$ cat src/rtl/dm_pkg.sv
// Shared definitions for the data-memory access controller: widths,
// FSM state encoding and the layout of one queued request.
package dm_pkg;

  localparam int DM_DATA_W = 8;
  localparam int DM_ADDR_W = 8;

  // Sequencer states; encoding is fixed so it reads the same in a waveform.
  typedef enum logic [1:0] {
    IDLE      = 2'd0,
    RD_WAIT_S = 2'd1,
    WR_HOLD_S = 2'd2,
    WR_REL    = 2'd3
  } dm_state_e;

  // One queued request as it sits in the FIFO.
  typedef struct packed {
    logic                 we;
    logic [DM_ADDR_W-1:0] addr;
    logic [DM_DATA_W-1:0] wdata;
  } dm_req_t;

  localparam int DM_REQ_W = $bits(dm_req_t);

endpackage

$ cat src/rtl/dm_req_fifo.sv
// Two-entry request FIFO with synchronous reset and full/empty flags.
// Pushes while full and pops while empty are ignored, so callers can
// drive push/pop straight from a handshake without extra gating.
module dm_req_fifo
  import dm_pkg::*;
#(
  parameter int WIDTH = DM_REQ_W
) (
  input  logic             clk_i,
  input  logic             rst_i,
  input  logic             push_i,
  input  logic [WIDTH-1:0] data_i,
  input  logic             pop_i,
  output logic [WIDTH-1:0] data_o,
  output logic             full_o,
  output logic             empty_o
);

  localparam int DEPTH = 2;

  logic [WIDTH-1:0] mem_q [DEPTH];
  logic             wr_ptr_q, wr_ptr_d;
  logic             rd_ptr_q, rd_ptr_d;
  logic [1:0]       count_q, count_d;
  logic             do_push, do_pop;

  assign full_o  = (count_q == 2'd2);
  assign empty_o = (count_q == 2'd0);
  assign do_push = push_i && !full_o;
  assign do_pop  = pop_i && !empty_o;

  // Pointer and occupancy bookkeeping; push+pop together keeps the count.
  always_comb begin
    wr_ptr_d = wr_ptr_q;
    rd_ptr_d = rd_ptr_q;
    count_d  = count_q;
    if (do_push) wr_ptr_d = ~wr_ptr_q;
    if (do_pop)  rd_ptr_d = ~rd_ptr_q;
    case ({do_push, do_pop})
      2'b10:   count_d = count_q + 2'd1;
      2'b01:   count_d = count_q - 2'd1;
      default: count_d = count_q;
    endcase
  end

  // Pointer/count registers, cleared by reset.
  always_ff @(posedge clk_i) begin
    if (rst_i) begin
      wr_ptr_q <= 1'b0;
      rd_ptr_q <= 1'b0;
      count_q  <= 2'd0;
    end else begin
      wr_ptr_q <= wr_ptr_d;
      rd_ptr_q <= rd_ptr_d;
      count_q  <= count_d;
    end
  end

  // Entry storage needs no reset: an entry is only read after being written.
  for (genvar gi = 0; gi < DEPTH; gi++) begin : g_entry
    always_ff @(posedge clk_i) begin
      if (do_push && (wr_ptr_q == 1'(gi))) mem_q[gi] <= data_i;
    end
  end

  assign data_o = mem_q[rd_ptr_q];

endmodule

$ cat src/rtl/dm_access_ctrl.sv
// Clocked initiator for an asynchronous data memory. Requests are queued
// in a 2-entry FIFO and sequenced one at a time onto MemRead/MemWrite/ABUS/DIN,
// each held long enough to cover the memory's settle and commit delays.
module dm_access_ctrl
  import dm_pkg::*;
#(
  parameter int DATA_W  = DM_DATA_W,
  parameter int ADDR_W  = DM_ADDR_W,
  parameter int RD_WAIT = 2,
  parameter int WR_HOLD = 5
) (
  input  logic              CLK,
  input  logic              RST,
  input  logic              REQ_VALID,
  output logic              REQ_READY,
  input  logic              REQ_WE,
  input  logic [ADDR_W-1:0] REQ_ADDR,
  input  logic [DATA_W-1:0] REQ_WDATA,
  output logic              RSP_VALID,
  output logic [DATA_W-1:0] RSP_RDATA,
  output logic              BUSY,
  output logic              MemRead,
  output logic              MemWrite,
  output logic [ADDR_W-1:0] ABUS,
  output logic [DATA_W-1:0] DIN,
  input  logic [DATA_W-1:0] DATABUS
);

  localparam int REQ_W   = 1 + ADDR_W + DATA_W;
  localparam int CNT_MAX = (RD_WAIT > WR_HOLD) ? RD_WAIT : WR_HOLD;
  // The counter only ever holds values up to CNT_MAX-1.
  localparam int CNT_W   = (CNT_MAX > 1) ? $clog2(CNT_MAX) : 1;

  dm_state_e         state_q, state_d;

  logic [REQ_W-1:0]  fifo_wdata;
  logic [REQ_W-1:0]  fifo_rdata;
  logic              fifo_full;
  logic              fifo_empty;
  logic              fifo_pop;

  logic              head_we;
  logic [ADDR_W-1:0] head_addr;
  logic [DATA_W-1:0] head_wdata;

  logic [CNT_W-1:0]  cnt_q, cnt_d;
  logic              mem_read_q, mem_read_d;
  logic              mem_write_q, mem_write_d;
  logic [ADDR_W-1:0] abus_q, abus_d;
  logic [DATA_W-1:0] din_q, din_d;
  logic              rsp_valid_q, rsp_valid_d;
  logic [DATA_W-1:0] rsp_rdata_q, rsp_rdata_d;

  assign fifo_wdata = {REQ_WE, REQ_ADDR, REQ_WDATA};
  assign {head_we, head_addr, head_wdata} = fifo_rdata;

  // The head is consumed only when the sequencer is free to start it.
  assign fifo_pop = (state_q == IDLE) && !fifo_empty;

  dm_req_fifo #(
    .WIDTH (REQ_W)
  ) u_req_fifo (
    .clk_i   (CLK),
    .rst_i   (RST),
    .push_i  (REQ_VALID),
    .data_i  (fifo_wdata),
    .pop_i   (fifo_pop),
    .data_o  (fifo_rdata),
    .full_o  (fifo_full),
    .empty_o (fifo_empty)
  );

  // State register; reset aborts any access in flight.
  always_ff @(posedge CLK) begin
    if (RST) state_q <= IDLE;
    else     state_q <= state_d;
  end

  // Next-state logic: one access at a time, stores get a release cycle.
  always_comb begin
    state_d = state_q;
    case (state_q)
      IDLE: begin
        if (!fifo_empty) state_d = head_we ? WR_HOLD_S : RD_WAIT_S;
      end
      RD_WAIT_S: begin
        if (cnt_q == '0) state_d = IDLE;
      end
      WR_HOLD_S: begin
        if (cnt_q == '0) state_d = WR_REL;
      end
      WR_REL: begin
        state_d = IDLE;
      end
      default: state_d = IDLE;
    endcase
  end

  // Output/datapath next values. ABUS/DIN are only reloaded on a pop, so they
  // stay frozen through the whole strobe window and the release cycle.
  always_comb begin
    cnt_d       = cnt_q;
    mem_read_d  = mem_read_q;
    mem_write_d = mem_write_q;
    abus_d      = abus_q;
    din_d       = din_q;
    rsp_valid_d = 1'b0;
    rsp_rdata_d = rsp_rdata_q;
    case (state_q)
      IDLE: begin
        if (fifo_pop) begin
          abus_d = head_addr;
          din_d  = head_wdata;
          if (head_we) begin
            mem_write_d = 1'b1;
            cnt_d       = CNT_W'(WR_HOLD - 1);
          end else begin
            mem_read_d = 1'b1;
            cnt_d      = CNT_W'(RD_WAIT - 1);
          end
        end
      end
      RD_WAIT_S: begin
        if (cnt_q == '0) begin
          rsp_rdata_d = DATABUS;
          rsp_valid_d = 1'b1;
          mem_read_d  = 1'b0;
        end else begin
          cnt_d = cnt_q - 1'b1;
        end
      end
      WR_HOLD_S: begin
        if (cnt_q == '0) mem_write_d = 1'b0;
        else             cnt_d       = cnt_q - 1'b1;
      end
      default: begin
      end
    endcase
  end

  // Output and counter registers; reset drops the strobes on the same edge.
  always_ff @(posedge CLK) begin
    if (RST) begin
      cnt_q       <= '0;
      mem_read_q  <= 1'b0;
      mem_write_q <= 1'b0;
      abus_q      <= '0;
      din_q       <= '0;
      rsp_valid_q <= 1'b0;
      rsp_rdata_q <= '0;
    end else begin
      cnt_q       <= cnt_d;
      mem_read_q  <= mem_read_d;
      mem_write_q <= mem_write_d;
      abus_q      <= abus_d;
      din_q       <= din_d;
      rsp_valid_q <= rsp_valid_d;
      rsp_rdata_q <= rsp_rdata_d;
    end
  end

  // Ready and busy are decoded directly from registered state.
  assign REQ_READY = !fifo_full;
  assign BUSY      = !fifo_empty || (state_q != IDLE);

  assign RSP_VALID = rsp_valid_q;
  assign RSP_RDATA = rsp_rdata_q;
  assign MemRead   = mem_read_q;
  assign MemWrite  = mem_write_q;
  assign ABUS      = abus_q;
  assign DIN       = din_q;

endmodule

$ cat config.mk
export PLATFORM = sky130hd
export DESIGN_NAME = dm_access_ctrl
export DESIGN_NICKNAME = d
export VERILOG_FILES = /design/src/rtl/dm_pkg.sv /design/src/rtl/dm_req_fifo.sv /design/src/rtl/dm_access_ctrl.sv
export SDC_FILE = /design/constraint.sdc
export NUM_CORES = 1
export LEC_CHECK = 0
export CAP_MARGIN = 20
export CORE_UTILIZATION = 54
export DETAILED_ROUTE_END_ITERATION = 10
export PLACE_DENSITY = 0.84
export SKIP_CTS_REPAIR_TIMING = 1
export SLEW_MARGIN = 30
export SYNTH_ARGS = -nofsm -noshare
export SYNTH_HDL_FRONTEND = slang
export SYNTH_SLANG_ARGS = --single-unit
$ cat constraint.sdc
create_clock -name CLK -period 3.2 [get_ports CLK]
set_input_delay 0.96 -clock CLK [delete_from_list [all_inputs] [get_ports CLK]]
set_output_delay 0.96 -clock CLK [all_outputs]
set_load 0.01 [all_outputs]
-- Yosys cells after proc, flatten, opt, wreduce, memory -nomap -nowiden
Memories as Yosys holds them, arrays and structs flattened. A register that Yosys moved wholly into a read port is not among the register bits.
Index checks and enable logic that the tools add are counted.
- bits in registers: 36
- RAM bits: 34
- bits of input ports: 28
- logic and storage cells: 83
- memories: 1
- add/sub/neg operators: 3
- equality and inequality tests: 13
- mux-type cells: 27
- bitwise gates (word level): 3
- reductions and logical operators: 25
- memories (memory ; depth ; bits a word ; read ports ; clocked after memory_dff ; wr ports ; line ; RTL):
    u_req_fifo.mem_q ; 2 ; 17 ; 1 ; 1 ; 1 ; dm_req_fifo.sv:21 ; logic [WIDTH-1:0] mem_q [DEPTH];
- operators with widths (kind ; number):
    $mux W17 ; 1
    $reduce_or A17 Y1 ; 1
    $mux W1 ; 14
    $ne A2 B2 Y1 const B ; 6
    $reduce_bool A2 Y1 ; 5
    $mux W3 ; 3
    $eq A2 B2 Y1 const B ; 4
    $mux W2 ; 4
    $pmux W2 S4 ; 1
    $reduce_and A4 Y1 ; 2
    $pmux W3 S2 ; 1
    $reduce_and A3 Y1 ; 2
    $logic_and A1 B1 Y1 ; 5
    $eq A2 B1 Y1 const B ; 2
    $logic_not A2 Y1 ; 2
    $pmux W1 S2 ; 2
    $pmux W2 S2 ; 1
    $reduce_and A2 Y1 ; 2
    $reduce_or A2 Y1 ; 2
    $logic_not A3 Y1 ; 1
    $not A1 Y1 ; 3
    $sub A3 B1 Y3 const B ; 1
    $add A2 B1 Y2 const B ; 1
    $logic_not A1 Y1 ; 2
    3 further kinds ; 3

-- Longest topological paths before layout
Gate-level depths: netlist (run 1).
- depth after elaboration: 8
- depth in mapped cells: 9
- mapped depth without buffers: 7

-- By module
A second synthesis (run 1) with hierarchy kept.
- cells, all modules: 245
- area total of the unflattened synthesis: 2803.9 um^2
- by module, submodules not included (module ; times used ; cells each ; area an instance (um^2) ; seq. area each (um^2)):
    dm_req_fifo ; 1 ; 79 ; 1446.4 ; 1121.1
    dm_access_ctrl ; 1 ; 166 ; 1357.6 ; 640.6

-- Worst setup path after synthesis (run 1)
OpenSTA, ideal clock, no wires.
- path kind: input to register
- start: input port REQ_VALID
- end: memory u_req_fifo.mem_q[0][0] in the netlist's numbering (enable)
- setup time: 0.390 ns
- arrival time: 1.789 ns
- data required time: 2.810 ns
- path slack: 1.020 ns
- stages: 2
- path buffers: 0
- cells stage by stage: nand2_1 nor2_1
- word-level cells in the longest chain between the ends: 6
- elaborated cells on any way between the ends: 10
- RTL lines (element ; line ; RTL):
    start, declared ; dm_access_ctrl.sv:14 ; input logic REQ_VALID,
    $logic_and A1 B1 Y1 * ; dm_req_fifo.sv:29 ; assign do_push = push_i && !full_o;
    $logic_and A1 B1 Y1 ; dm_req_fifo.sv:62 ; if (do_push && (wr_ptr_q == 1'(gi))) mem_q[gi] <= data_i;
    $mux W1 ; dm_req_fifo.sv:62 ;
    $mux W1 (not written as such) ; dm_req_fifo.sv:62 ;
    $reduce_or A17 Y1 (no source line) ; -- ;
    $mux W1 (no source line) ; -- ;
    end, declared ; dm_req_fifo.sv:21 ;
Mark *: on every way between the ends. The rest lies on a longest branch, timed or not.

-- Worst setup path after layout (run 1)
- start: register state_q[0]
- end: output port BUSY
- word-level cells in the longest chain between the ends: 2
- RTL lines (element ; line ; RTL):
    start, declared ; dm_access_ctrl.sv:34 ; dm_state_e state_q, state_d;
    start signal, assigned ; dm_access_ctrl.sv:76 ; else state_q <= state_d;
    $reduce_bool A2 Y1 ; dm_access_ctrl.sv:164 ; assign BUSY = !fifo_empty || (state_q != IDLE);
    $logic_or A1 B1 Y1 ; dm_access_ctrl.sv:164 ;
    end, declared ; dm_access_ctrl.sv:21 ; output logic BUSY,
Every way passes these cells.

==> reports/qor.yml, run 1 <==
rsz0062_at_grt: "no"
powerDensity_mw_per_mm2: 922
relSlewSlack_pct: 48.2
critPathCapture: "BUSY"
rr_worst_depth: 6
p_clk_share_pct: 19.0
syn_inst: 210
via_per_inst: 5.14
timing.fmax_mhz: 343
setup-tns-final_ps: 0
slew_violations: 0
io_buffers: 56
reg2reg_from: "state_q[0]"
worst_pin_slew_ps: 775
wl_per_cell_um: 14.3
dr.pass1.iters: 4
mostFrequentLayoutCell: "clkdlybuf4s50_1"
grt_usage_pct: 19.9
start_util_pct: 57.4
first_global_vias: 1633
numCtsBuffers: 9
yosys_warnings: 0
clk_pin_slew_worst_paths_ps: 60
antenna_found_initial: 0
vias: 1767
nets: 308
seqCellArea_mm2: 0.00176
tritoncts: "yes"
drc: 0
areaGrowthSynthToFinish_pct: 28.8
multi_input_area_um2: 917
critPathKind: "reg2out"
startpoint: "state_q[0]"
crit_arrival_ps: 1950
antenna_cells: 0
p_leak_uw: 0.00132
yosysUniqueCellTypes: 36
p_switching_uw: 1100
grt_pass1_wl_um: 7510
die_width_um: 73.6
ir_drop_uv: 482
clock_sinks: 71
post-route-period-util_pct: 91.1
core_mm2: 0.00482
p_sw_share_pct: 33.6
hpwl_um: 3360
ys_seq_area_share_pct: 63.7
outcome: "complete, no violations"
min_period_ps: 2910
clockRootBuffer: "clkbuf_8"
grt_start_max_net_pins: 35
final_cell_mix: "56 x clkdlybuf4s50_1, 37 x dfxtp_1, 34 x edfxtp_1"
internal_power_uw: 2180
r2r_setup_slack_ps: 1350
grt.overflow.total: 0
layout-drive-gt1-share_pct: 9.39
n_fill_cell: 357
startpoint_type: "register"
wl_um: 4910
cp_max_fo: 6
dieArea_mm2: 0.00541
avgSynthCellArea_um2: 13.2
synth_fp_nets: 246
combPwrFrac_pct: 40.8
cp.required_ps: 2240
cts_max_level: 3
synth_seq_cells: 71
hold_path.class: "reg2reg"
ios: 57
gp_congestion: 0.771
dieHeight_um: 73.6
clock_latency_ps: 340
cts_max_path_buffers: 2
syn_area_mm2: 0.00277
finalPower_uw: 3280
drtIter0Drc: 107
max-cap-violations: 0
setup_viol: 0
hold_ws_ps: 469
p_seq_share_pct: 40.2
hold_viol_final: 0
rows: 25
finalClockSkew_ps: 11.4
endpoint_kind: "output pin"
r2r-end: "u_req_fifo.count_q[1]"
ant_nets: 0
## cells by family after synthesis
family                   share of synthesized area, %
flip-flops                                       63.7
AND/OR/NAND/NOR                                  8.14
AO/OA/AOI/OAI                                    10.3
multiplexers                                     9.86
buffers and inverters                            3.12
adder cells (fa/ha/maj)                          3.62
XOR/XNOR                                         1.27
## per-stage QoR
step | instance area (um^2) | cells | setup slack [ps] | util, %
floorplan | 2770 | 210 | 1020 | -
global placement | 3390 | 328 | 692 | 70.4
detailed placement | 3390 | 328 | 638 | 70.4
CTS | 3560 | 344 | 268 | 73.9
global route | 3560 | 344 | 134 | 73.9
finish | 3560 | 344 | 286 | 73.9
## power by group through the flow
stage	registers, uW	clock network [uW]	logic [uW]
final	1320	622	1340
after global routing	1340	670	1460
after CTS	1320	639	1350
after detailed placement	1340	0	1350
after global placement	1330	0	1320
after floorplan	1370	0	867
## cells in the mapped netlist (all sizes together)
| master | n | area (um^2) |
|---|---|---|
| o31ai | 1 | 7.51 |
| a211oi | 16 | 120 |
| or3 | 1 | 6.26 |
| a31o | 1 | 8.76 |
| ha | 8 | 100 |
| xor2 | 2 | 17.5 |
| nand3 | 2 | 10.0 |
| o21a | 1 | 7.51 |
| buf | 8 | 52.5 |
| edfxtp | 34 | 1020 |
| o21ai | 3 | 18.8 |
| xnor2 | 2 | 17.5 |
| inv | 6 | 22.5 |
| dfxtp | 37 | 741 |
| nor2 | 32 | 120 |
| and3 | 2 | 12.5 |
| nor2b | 1 | 6.26 |
| nand2b | 4 | 25.0 |
| a221oi | 1 | 15.0 |
| a311oi | 3 | 43.8 |
| mux2i | 26 | 273 |
| a21oi | 9 | 52.6 |
| nor3b | 1 | 18.8 |
| nand3b | 2 | 15.0 |
| nand2 | 3 | 11.3 |
| o21ba | 1 | 10.0 |
| clkbuf | 3 | 11.3 |
## area by class of cell
type	count	share of cell area, %
Tap cell	67	2.35
Clock buffer	15	4.67
Clock inverter	1	0.140
Inverter	6	0.632
Sequential cell	71	49.5
Timing Repair Buffer	62	17.0
Multi-Input combinational cell	122	25.7
## sequential cells by signal, summed over array words and instances, names as in the netlist, named ones only
signal	cells
ABUS	8
RSP_VALID	1
RSP_RDATA	8
u_req_fifo.wr_ptr_q	1
cnt_q	3
u_req_fifo.rd_ptr_q	1
MemWrite	1
DIN	8
u_req_fifo.mem_q	34
MemRead	1
state_q	2
u_req_fifo.count_q	2
## worst min path at each step
stage,start,end,slack (ps),cells after the start
6_report,cnt_q[1],cnt_q[1],470,2
5_1_grt,cnt_q[1],cnt_q[1],510,2
4_1_cts,cnt_q[1],cnt_q[1],470,2
3_5_place_dp,cnt_q[1],cnt_q[1],460,2
3_3_place_gp,cnt_q[1],cnt_q[1],460,2
2_1_floorplan,cnt_q[1],cnt_q[1],450,2
## routing by layer
metal	vias to the layer above	routed length (um)	GRT usage (%)
met5	-	0	0
met4	0	71	11.8
met3	7	206	5.76
met2	43	2610	33.0
met1	835	2020	22.8
li1	882	-	-
## worst max-delay path: stages, from the launching register on
cell	delay, ps
dfxtp_1	340
inv_1	120
ha_1	290
nor3b_4	340
inv_1	70
clkdlybuf4s50_1	470
Note: power is estimated with default switching activity, not from simulation.
==> run 2, diff against run 1 <==
Settings changed: CORE_MARGIN from default to 2.
==> reports/qor.yml, run 2 (synthesized netlist as in run 1, its figures left out) <==
hold_viol_final: 0
p_seq_share_pct: 38.7
drc: 0
place_ws_ps: 611
core_mm2: 0.00501
p_switching_uw: 1120
grt_pass1_wl_um: 7620
areaGrowthSynthToFinish_pct: 30.2
reg2reg_from: "state_q[0]"
fin_cells: 346
vias: 1752
wl_um: 4890
io_buffers: 56
ant_nets: 0
p_sw_share_pct: 32.9
combPwrFrac_pct: 39.3
clockRootBuffer: "clkbuf_8"
rows: 26
rsz0062_at_grt: "no"
timing.fmax_mhz: 341
crit_arrival_ps: 1980
whs_path_depth: 2
clk_pin_slew_worst_paths_ps: 70
cp.required_ps: 2240
max-cap-violations: 0
wl_per_cell_um: 14.1
grt_start_max_net_pins: 38
clock_sinks: 71
antenna_found_initial: 0
nets: 307
rr_worst_depth: 6
cts_max_path_buffers: 2
ir_drop_uv: 569
gp_congestion: 0.862
p_leak_uw: 0.00133
slew_violations: 0
first_global_vias: 1644
dieArea_mm2: 0.00571
layout-drive-gt1-share_pct: 9.78
outcome: "complete, no violations"
finalPower_uw: 3420
hold_ws_ps: 473
internal_power_uw: 2290
via_per_inst: 5.06
ios: 57
dp_cells: 330
min_period_ps: 2940
drtIter0Drc: 65
multi_input_area_um2: 917
die_width_um: 75.6
dr.pass1.iters: 4
setup_slack_ps: 264
cp_max_fo: 6
relSlewSlack_pct: 57.0
regMostFlops: "u_req_fifo.mem_q"
grt_usage_pct: 18.5
largest_reg_flops: 34
setup_viol: 0
finalClockSkew_ps: 6.75
n_fill_cell: 360
cts_max_level: 3
seqCellArea_mm2: 0.00176
grt.overflow.total: 0
holdPathEnd: "cnt_q[1]"
dieHeight_um: 75.6
r2r_setup_slack_ps: 1360
post-route-period-util_pct: 91.7
numCtsBuffers: 9
endpoint_kind: "output pin"
clock_latency_ps: 330
r2r-end: "u_req_fifo.count_q[1]"
start_util_pct: 55.2
hpwl_um: 3220
mostFrequentLayoutCell: "clkdlybuf4s50_1"
startpoint_type: "register"
tritoncts: "yes"
p_clk_share_pct: 22.1
antenna_cells: 0
worst_pin_slew_ps: 643
final_cell_mix: "56 x clkdlybuf4s50_1, 37 x dfxtp_1, 34 x edfxtp_1"
worstHoldStart: "cnt_q[1]"
setup-tns-final_ps: 0
critPathKind: "reg2out"
powerDensity_mw_per_mm2: 949
hold_path.class: "reg2reg"
[run 2: metrics by stage]
stage | instance area, um^2 | utilization, %
after floorplan | 2770 | -
after global placement | 3390 | 67.6
after detailed placement | 3390 | 67.6
after CTS | 3600 | 71.9
after global routing | 3600 | 71.9
final | 3600 | 71.9
[run 2: critical path: stages (launching register included)]
cell	delay, ps
dfxtp_1	340
inv_1	110
ha_1	290
nor3b_4	350
inv_1	70
clkdlybuf4s50_1	480
[run 2: layout make-up]
cell class,instances,share of cell area [%]
multi-input combinational,122,25.5
clock buffer,10,3.55
inverter,6,0.626
clock inverter,6,2.36
timing repair buffer,61,16.6
tap,70,2.43
sequential,71,48.9
[run 2: worst max path at each step]
stage / depth (start not counted) / start / to
6_report: 5 / state_q[0] / BUSY
3_5_place_dp: 5 / state_q[0] / BUSY
5_1_grt: 5 / state_q[1] / BUSY
3_3_place_gp: 5 / state_q[0] / BUSY
4_1_cts: 5 / state_q[0] / BUSY
2_1_floorplan: 2 / REQ_VALID / u_req_fifo.mem_q[0][0]
[run 2: layer usage]
layer / GRT usage, % / vias up / routed length (um)
met4: 8.58 / 0 / 92
met3: 5.56 / 8 / 157
met5: 0 / - / 0
met2: 29.6 / 32 / 2520
met1: 23.2 / 825 / 2120
li1: - / 887 / -
[run 2: power by group through the flow]
stage               clock network, uW  registers (uW)  logic [uW]
finish                            754            1320        1340
global route                      808            1350        1480
CTS                               767            1320        1350
detailed placement                  0            1340        1340
global placement                    0            1330        1310
floorplan                           0            1370         867
